### src/rtl/i2s_pkg.sv
// rtl/i2s_pkg.sv - shared types and constants for the I2S receive/transmit path
package i2s_pkg;

  // Number of flops each asynchronous pin passes through before use
  localparam int SYNC_DEPTH = 3;

  // Word width used by the shared stereo frame type
  localparam int I2S_DATA_WIDTH = 16;

  // Receiver channel-tracking state
  typedef enum logic [1:0] {
    UNLOCKED = 2'd0,
    LEFT     = 2'd1,
    RIGHT    = 2'd2
  } rx_state_t;

  // One stereo frame as exchanged with the capture path and the transmitter
  typedef struct packed {
    logic [I2S_DATA_WIDTH-1:0] left;
    logic [I2S_DATA_WIDTH-1:0] right;
  } stereo_frame_t;

endpackage

### src/rtl/sync_edge.sv
// rtl/sync_edge.sv - multi-flop pin synchroniser with registered rising-edge strobe
module sync_edge
  import i2s_pkg::*;
(
  input  logic clk,
  input  logic reset_n,
  input  logic d,
  output logic q,
  output logic rise
);

  logic [SYNC_DEPTH-1:0] sr;

  // The strobe is computed from the last two stages, so q (the last stage) in the
  // cycle the strobe is high holds the level seen when the edge was detected.
  always_ff @(posedge clk) begin
    if (!reset_n) begin
      sr   <= '0;
      rise <= 1'b0;
    end else begin
      sr   <= {sr[SYNC_DEPTH-2:0], d};
      rise <= sr[SYNC_DEPTH-2] & ~sr[SYNC_DEPTH-1];
    end
  end

  assign q = sr[SYNC_DEPTH-1];

endmodule

### src/rtl/i2s_rx.sv
// rtl/i2s_rx.sv - I2S receiver: deserialises stereo words into a valid/ready frame
module i2s_rx
  import i2s_pkg::*;
#(
  parameter int DATA_WIDTH = 16,
  parameter int SLOT_WIDTH = 32
) (
  input  logic                  clk,
  input  logic                  reset_n,
  input  logic                  b_clk,
  input  logic                  lr_clk,
  input  logic                  i2s_in,
  output logic [DATA_WIDTH-1:0] sample_l,
  output logic [DATA_WIDTH-1:0] sample_r,
  output logic                  out_valid,
  input  logic                  out_ready,
  output logic                  frame_err,
  output logic                  overflow,
  input  logic                  overflow_clr
);

  // Counter must reach SLOT_WIDTH and pos may reach SLOT_WIDTH + 1
  localparam int CNT_W = $clog2(SLOT_WIDTH + 2);

  logic b_rise;
  logic lr_s;
  logic dat_s;
  logic bclk_s_unused;
  logic lr_rise_unused;
  logic dat_rise_unused;

  sync_edge u_sync_bclk (
    .clk     (clk),
    .reset_n (reset_n),
    .d       (b_clk),
    .q       (bclk_s_unused),
    .rise    (b_rise)
  );

  sync_edge u_sync_lr (
    .clk     (clk),
    .reset_n (reset_n),
    .d       (lr_clk),
    .q       (lr_s),
    .rise    (lr_rise_unused)
  );

  sync_edge u_sync_dat (
    .clk     (clk),
    .reset_n (reset_n),
    .d       (i2s_in),
    .q       (dat_s),
    .rise    (dat_rise_unused)
  );

  rx_state_t             state;
  rx_state_t             state_nxt;
  logic [CNT_W-1:0]      cnt;
  logic [CNT_W-1:0]      pos;
  logic                  lr_last;
  logic                  primed;
  logic                  left_ok;
  logic [DATA_WIDTH-1:0] sh_l;
  logic [DATA_WIDTH-1:0] sh_r;
  logic [DATA_WIDTH-1:0] word_r;
  logic                  lr_chg;
  logic                  in_data;
  logic                  slot_ok;
  logic                  commit_l;
  logic                  commit_r;
  logic                  err_evt;
  logic                  frame_done;
  logic                  ovf_set;
  logic                  load;

  // The first rise after reset only learns the lr level, so a line already
  // sitting in the right slot is not mistaken for a channel change.
  assign pos     = cnt + CNT_W'(1);
  assign lr_chg  = b_rise && primed && (lr_s != lr_last);
  assign in_data = (pos <= CNT_W'(DATA_WIDTH));
  assign slot_ok = (pos == CNT_W'(SLOT_WIDTH));

  // State register
  always_ff @(posedge clk) begin
    if (!reset_n) begin
      state <= UNLOCKED;
    end else begin
      state <= state_nxt;
    end
  end

  // Next state: every lr change selects the channel of the slot that now begins
  always_comb begin
    state_nxt = state;
    if (lr_chg) begin
      state_nxt = lr_s ? RIGHT : LEFT;
    end
  end

  // Commit decode; a change seen while UNLOCKED is the lock event and commits nothing
  always_comb begin
    commit_l   = lr_chg && (state == LEFT);
    commit_r   = lr_chg && (state == RIGHT);
    err_evt    = (commit_l || commit_r) && !slot_ok;
    word_r     = in_data ? {sh_r[DATA_WIDTH-2:0], dat_s} : sh_r;
    frame_done = commit_r && slot_ok && left_ok;
    ovf_set    = frame_done && out_valid && !out_ready;
    load       = frame_done && !ovf_set;
  end

  // Bit counter, lr history and MSB-first shifting into the current slot's register
  always_ff @(posedge clk) begin
    if (!reset_n) begin
      cnt     <= '0;
      lr_last <= 1'b0;
      primed  <= 1'b0;
      sh_l    <= '0;
      sh_r    <= '0;
    end else if (b_rise) begin
      primed  <= 1'b1;
      lr_last <= lr_s;
      if (lr_chg) begin
        cnt <= '0;
      end else if (cnt != CNT_W'(SLOT_WIDTH)) begin
        cnt <= pos;
      end
      if (in_data) begin
        if (lr_last) begin
          sh_r <= {sh_r[DATA_WIDTH-2:0], dat_s};
        end else begin
          sh_l <= {sh_l[DATA_WIDTH-2:0], dat_s};
        end
      end
    end
  end

  // sh_l stays untouched through the right slot, so it doubles as the pending left word
  always_ff @(posedge clk) begin
    if (!reset_n) begin
      left_ok <= 1'b0;
    end else if (commit_l) begin
      left_ok <= slot_ok;
    end else if (commit_r || (state == UNLOCKED)) begin
      left_ok <= 1'b0;
    end
  end

  // Holding register, error pulse and sticky overflow
  always_ff @(posedge clk) begin
    if (!reset_n) begin
      sample_l  <= '0;
      sample_r  <= '0;
      out_valid <= 1'b0;
      frame_err <= 1'b0;
      overflow  <= 1'b0;
    end else begin
      frame_err <= err_evt;
      if (load) begin
        sample_l  <= sh_l;
        sample_r  <= word_r;
        out_valid <= 1'b1;
      end else if (out_ready) begin
        out_valid <= 1'b0;
      end
      if (overflow_clr) begin
        overflow <= 1'b0;
      end else if (ovf_set) begin
        overflow <= 1'b1;
      end
    end
  end

endmodule
### config.mk
export PLATFORM = sky130hd
export DESIGN_NAME = i2s_rx
export DESIGN_NICKNAME = d
export VERILOG_FILES = /design/src/rtl/i2s_pkg.sv /design/src/rtl/sync_edge.sv /design/src/rtl/i2s_rx.sv
export SDC_FILE = /design/constraint.sdc
export NUM_CORES = 1
export LEC_CHECK = 0
export CAP_MARGIN = 20
export CORE_ASPECT_RATIO = 2
export CORE_UTILIZATION = 23
export CTS_BUF_LIST = sky130_fd_sc_hd__clkbuf_8
export DETAILED_ROUTE_END_ITERATION = 7
export DONT_BUFFER_PORTS = 1
export MAX_ROUTING_LAYER = met4
export PLACE_DENSITY = 0.34
export SLEW_MARGIN = 0
export SYNTH_ARGS = -nofsm -noshare
export SYNTH_HDL_FRONTEND = slang
export SYNTH_SLANG_ARGS = --single-unit
### constraint.sdc
create_clock -name clk -period 2.5 [get_ports clk]
set_input_delay 0.25 -clock clk [delete_from_list [all_inputs] [get_ports clk]]
set_output_delay 0.25 -clock clk [all_outputs]
set_load 0.02 [all_outputs]
======== Word level (Yosys, flattened, before mapping) ========
Index checks and enable logic that the tools add are counted.
operators by class
  add/sub/neg operators ................... 1
  order comparisons ....................... 1
  equal/unequal tests ..................... 5
  muxes and demuxes ....................... 8
  bitwise operators ....................... 4
  reduce and logical (&&, ||, !) cells .... 23
operators with widths
  kind                                                                              count
  16-bit two-way mux                                                                1
  6-bit two-way mux                                                                 2
  1-bit logical AND                                                                 10
  6-bit by 1-bit adder with 6-bit output, second input constant                     1
  6-bit == test, second input constant                                              1
  6-bit by 5-bit less-or-equal comparator with 1-bit output, second input constant  1
  6-bit != test, second input constant                                              1
  3-bit AND reduction                                                               2
  2-bit nonzero test                                                                3
  1-bit two-way mux                                                                 4
  1-bit zero test                                                                   3
  1-bit inverter                                                                    3
  2-bit by 1-bit == test with 1-bit output, second input constant                   1
  2-bit == test, second input constant                                              1
  2-bit zero test                                                                   1
  1-bit logical OR                                                                  2
  2-bit two-way mux                                                                 1
  2-bit AND reduction                                                               1
  2-bit OR reduction                                                                1
  1-bit bitwise AND                                                                 1
  1-bit != test                                                                     1
storage, ports and cells
  register bits after elaboration ......... 88
  output and inout bits ................... 35

======== Depth between registers and ports, before layout ========
  depth after elaboration ................. 10
  gate-level depth with buffers ........... 9
  mapped depth without buffers ............ 7

======== Modules after synthesis ========
From an unflattened synthesis, not the netlist that was laid out.
second synthesis, totals
  cells, all modules ...................... 341
  area, all modules ....................... 3482.1 um2
by module, submodules not included
  module     times used  cells each  area each (um2)  seq. area each (um2)
  i2s_rx     1           317         3148.0           1561.5
  sync_edge  3           8           111.4            80.1

======== Worst setup path after synthesis ========
OpenSTA, ideal clock, no wires.
  path kind ............................... register to register
  start ................................... register cnt[0]
  end ..................................... register sh_l[10]
  arrival time ............................ 2.148 ns
  data required time ...................... 2.428 ns
  setup slack ............................. 0.280 ns
  stages on the path, launching flop included .. 10
  cells stage by stage .................... dfxtp_1 -> ha_1 -> buf_2 -> or3b_1 -> a21oi_1 -> o311ai_4 -> nor3b_2 -> buf_4 -> buf_6 -> mux2i_1
on the way
  cells in the longest elaborated chain, start to end .. 3
ends and longest elaborated chain
  item                                                       RTL line       RTL
  from (decl)                                                i2s_rx.sv:58   logic [CNT_W-1:0] cnt;
  from (signal assigned)                                     i2s_rx.sv:125  cnt <= pos;
  6-bit by 1-bit adder with 6-bit output                     i2s_rx.sv:78   assign pos = cnt + CNT_W'(1);
  6-bit by 5-bit less-or-equal comparator with 1-bit output  i2s_rx.sv:80   assign in_data = (pos <= CNT_W'(DATA_WIDTH));
  3-bit AND reduction (no line)                              n/a
  to (signal assigned)                                       i2s_rx.sv:131  sh_l <= {sh_l[DATA_WIDTH-2:0], dat_s};
  to (decl)                                                  i2s_rx.sv:63   logic [DATA_WIDTH-1:0] sh_l;
Every way passes these cells.
A chain may end at the register's enable or synchronous reset.

======== Worst setup path after layout ========
  start ................................... register cnt[0]
  end ..................................... register sample_r[8]
on the way
  cells in the longest elaborated chain, start to end .. 8
  elaborated cells on any way between the ends .. 10
  classes of those cells .................. 1 x add/sub; 1 x order compare; 1 x eq/ne; 1 x mux; 6 x reduce/logical
ends and longest elaborated chain
  item                                                                                               RTL line       RTL
  6-bit by 1-bit adder with 6-bit output *                                                           i2s_rx.sv:78
  branches (longest 7 deep; another with 6-bit by 5-bit less-or-equal comparator with 1-bit output)  n/a
  to (signal assigned)                                                                               i2s_rx.sv:160  sample_r <= word_r;
  to (decl)                                                                                          i2s_rx.sv:14   output logic [DATA_WIDTH-1:0] sample_r,
Every way passes the cells marked *.

==> flow_summary.toml <==
[finish]
drive_above_1_share_pct = 8.36
num-nets-final = 352
antenna_cells = 0
n_fill_cell = 1639
area_growth_pct = 10.9

[clock_tree]
clkLatencyLatePin_ns = 0.37
cts_max_level = 3
cts_sinks = 88
clock_path_buffers = 2
root_buffer = "clkbuf_8"
clk_pin_slew_ns = 0.11
tritoncts = "built"
cts_made_buffers = 9

[synthesis]
seq_area_frac_synth_pct = 50.3
netlist_instances = 344
ys_ff_latch = 88
avgSynthCellArea_um2 = 10.2
yosysWarningCount = 0
yosys.area.top_type = "dfxtp_1"
netlist-cell-type-count = 42
syn_nets = 354
synth.area.top_cells = "dfxtp_1 (50%), mux2i_1 (19%), nand2_1 (7.9%)"
synth_area_um2 = 3500
synth_top_area_share_pct = 50.3

[floorplanning]
start_util_pct = 23.6
rows = 63
die_x_um = 89.2
fp.dieArea_um2 = 15700
ios = 42
fp.coreArea_um2 = 14800
die_h_um = 176

[timing]
clock.fmax_mhz = 429
rsz0062_at_grt = "false"
slew_headroom_pct = 74.2
hold_violations = 0
holdWs_ns = 0.0295
finalSetupViolCount = 0
clock_skew_ns = 0.0163
layout_min_cycle_time_ns = 2.33
period_share_pct = 93.3
fin_tns_setup_ns = 0
worstMarginPinSlew_ns = 0.385
slew_viol_final = 0
finalWorstSetupSlack_ns = 0.166

[place]
hpwlAfterDp_um = 4670
port_buffers = 0
gp_congestion = 0.794
post-place-ws_ns = 0.128

[critical_path]
reg2reg_depth = 7
critPathArrivalTime_ns = 2.58
critPathMaxFanout = 32
worstReg2RegEnd = "sample_r[8]"
startpoint_type = "flip-flop"
crit_required_ns = 2.74
regToRegSetupSlack_ns = 0.17
worstSetupPathType = "flip-flop to flip-flop"
regToRegStartpoint = "cnt[0]"
endpoint_kind = "flip-flop"

[routing]
drc = 0
via_per_inst = 4.20
wl_per_cell_um = 13.3
drt_iter0_drc = 90
drt_pass1_iterations = 4
antenna_left = 0
drt_wl_total_um = 7220
via_count = 2276

[global_route]
antenna_found_initial = 0
grt_pass1_vias = 2253
grt_overflow = 0
grt_use_total_pct = 9.92
grt_pass1_wl_um = 11200
grt_max_degree = 91

[min_path]
hp-start = "reset_n"
hold_depth = 2
worstHoldPathType = "input pin to flip-flop"
min_to = "sample_r[1]"

[power_and_ir_drop]
power.density_nw_per_um2 = 618
peakVddDrop_uv = 200
leakagePower_nw = 1.51
fin_total_pwr_mw = 2.40

[job]
drv_cap = 0

[run_status]
status = "complete, no violations"
-- area by class of cell --
cell class,count,area (µm²),area share [%]
Inverter,6,22.5,0.580
Clock inverter,7,61.3,1.58
Tap cell,195,244,6.29
Timing Repair Buffer,10,123,3.16
Clock buffer,9,124,3.19
Sequential cell,88,1760,45.4
Multi-Input combinational cell,227,1550,39.8
-- layout by cell type, fill, tap and decap left out, drive strengths merged, types with 2 or more instances in the layout --
cell         instances
dfxtp               88
nand2               74
mux2i               66
nand3               21
and2                11
inv                 11
clkbuf               9
nor2                 8
buf                  6
nor2b                4
dlygate4sd3          4
o21ai                4
xor2                 3
nor4                 3
xnor2                3
or3                  3
ha                   3
a21oi                2
and3                 2
o21a                 2
a21boi               2
o311ai               2
o31ai                2
-- metrics by stage --
step	std cells	cell area (µm²)	util (%)
floorplan	344	3500	-
global placement	522	3650	24.7
detailed placement	522	3650	24.7
CTS	542	3880	26.2
global route	542	3880	26.2
finish	542	3880	26.2
-- state kept, by name (all words and copies together) (netlist names) --
register / flops
sample_r: 16
lr_last: 1
left_ok: 1
sh_r: 16
frame_err: 1
primed: 1
state: 2
out_valid: 1
overflow: 1
u_sync_lr.sr: 3
u_sync_bclk.rise: 1
sample_l: 16
u_sync_dat.sr: 3
u_sync_bclk.sr: 3
sh_l: 16
cnt: 6
-- cells by family after synthesis --
logic type / Yosys count / synth area share [%]
adders and majority gates: 3 / 1.07
AOI/OAI and AO/OA: 18 / 4.58
DFF: 88 / 50.3
xor gates and xnor gates: 6 / 1.50
muxes: 66 / 18.9
and+or+nand+nor: 134 / 18.0
buffers and inverters: 29 / 5.61
-- worst max-delay path, stage by stage, from the launching register on --
cell	delay, ns
dfxtp_1	0.47
ha_2	0.31
nand3_1	0.11
nor4_1	0.31
o311ai_2	0.14
or3_2	0.50
buf_12	0.21
mux2i_1	0.14
-- power breakdown --
part,leakage [nW],switching [mW],internal [mW]
sequential,0.710,0.00556,1.41
combinational,0.704,0.0166,0.0176
clock,0.0945,0.567,0.384
-- Yosys cell counts (all sizes together) --
library cell  count
dfxtp            88
nand2            74
mux2i            66
nand3            21
clkbuf           13
and2             11
buf              10
nor2              8
inv               6
nor2b             4
o21ai             4
ha                3
nor4              3
or3               3
xnor2             3
xor2              3
a21boi            2
a21oi             2
and3              2
o21a              2
o311ai            2
o31ai             2
a21o              1
a311oi            1
and3b             1
and4              1
nand2b            1
nand4             1
nor3              1
nor3b             1
nor4bb            1
o211a             1
o41a              1
or3b              1
-- per-layer routing --
metal / wire [µm] / track usage, % / share of wire [%] / vias to the layer above
li1: - / - / - / 1155
met1: 2910 / 9.38 / 40 / 1074
met2: 3870 / 17.7 / 54 / 40
met3: 298 / 2.76 / 4.1 / 7
met4: 142 / 5.16 / 2.0 / 0
met5: 0 / - / 0 / -
-- worst max-delay path by stage --
stage / start / to / slack [ns] / cells past startpoint
after floorplan: cnt[0] / sh_l[10] / 0.28 / 9
after global placement: cnt[0] / sample_r[10] / 0.16 / 7
after detailed placement: cnt[0] / sample_r[3] / 0.13 / 7
after CTS: cnt[0] / sample_l[9] / 0.10 / 7
after global routing: cnt[0] / sample_l[9] / 0.01 / 7
final: cnt[0] / sample_r[8] / 0.17 / 7
-- what timing repair did --
| item | CTS | global route |
|---|---|---|
| buffers inserted | 0 | 0 |
| resized for setup | 0 | 1 |
| hold buffers | 4 | 0 |
| hold endpoints to repair | 10 | 0 |
| setup endpoints to repair | 0 | 32 |
Power figures use the tool's default switching activity.
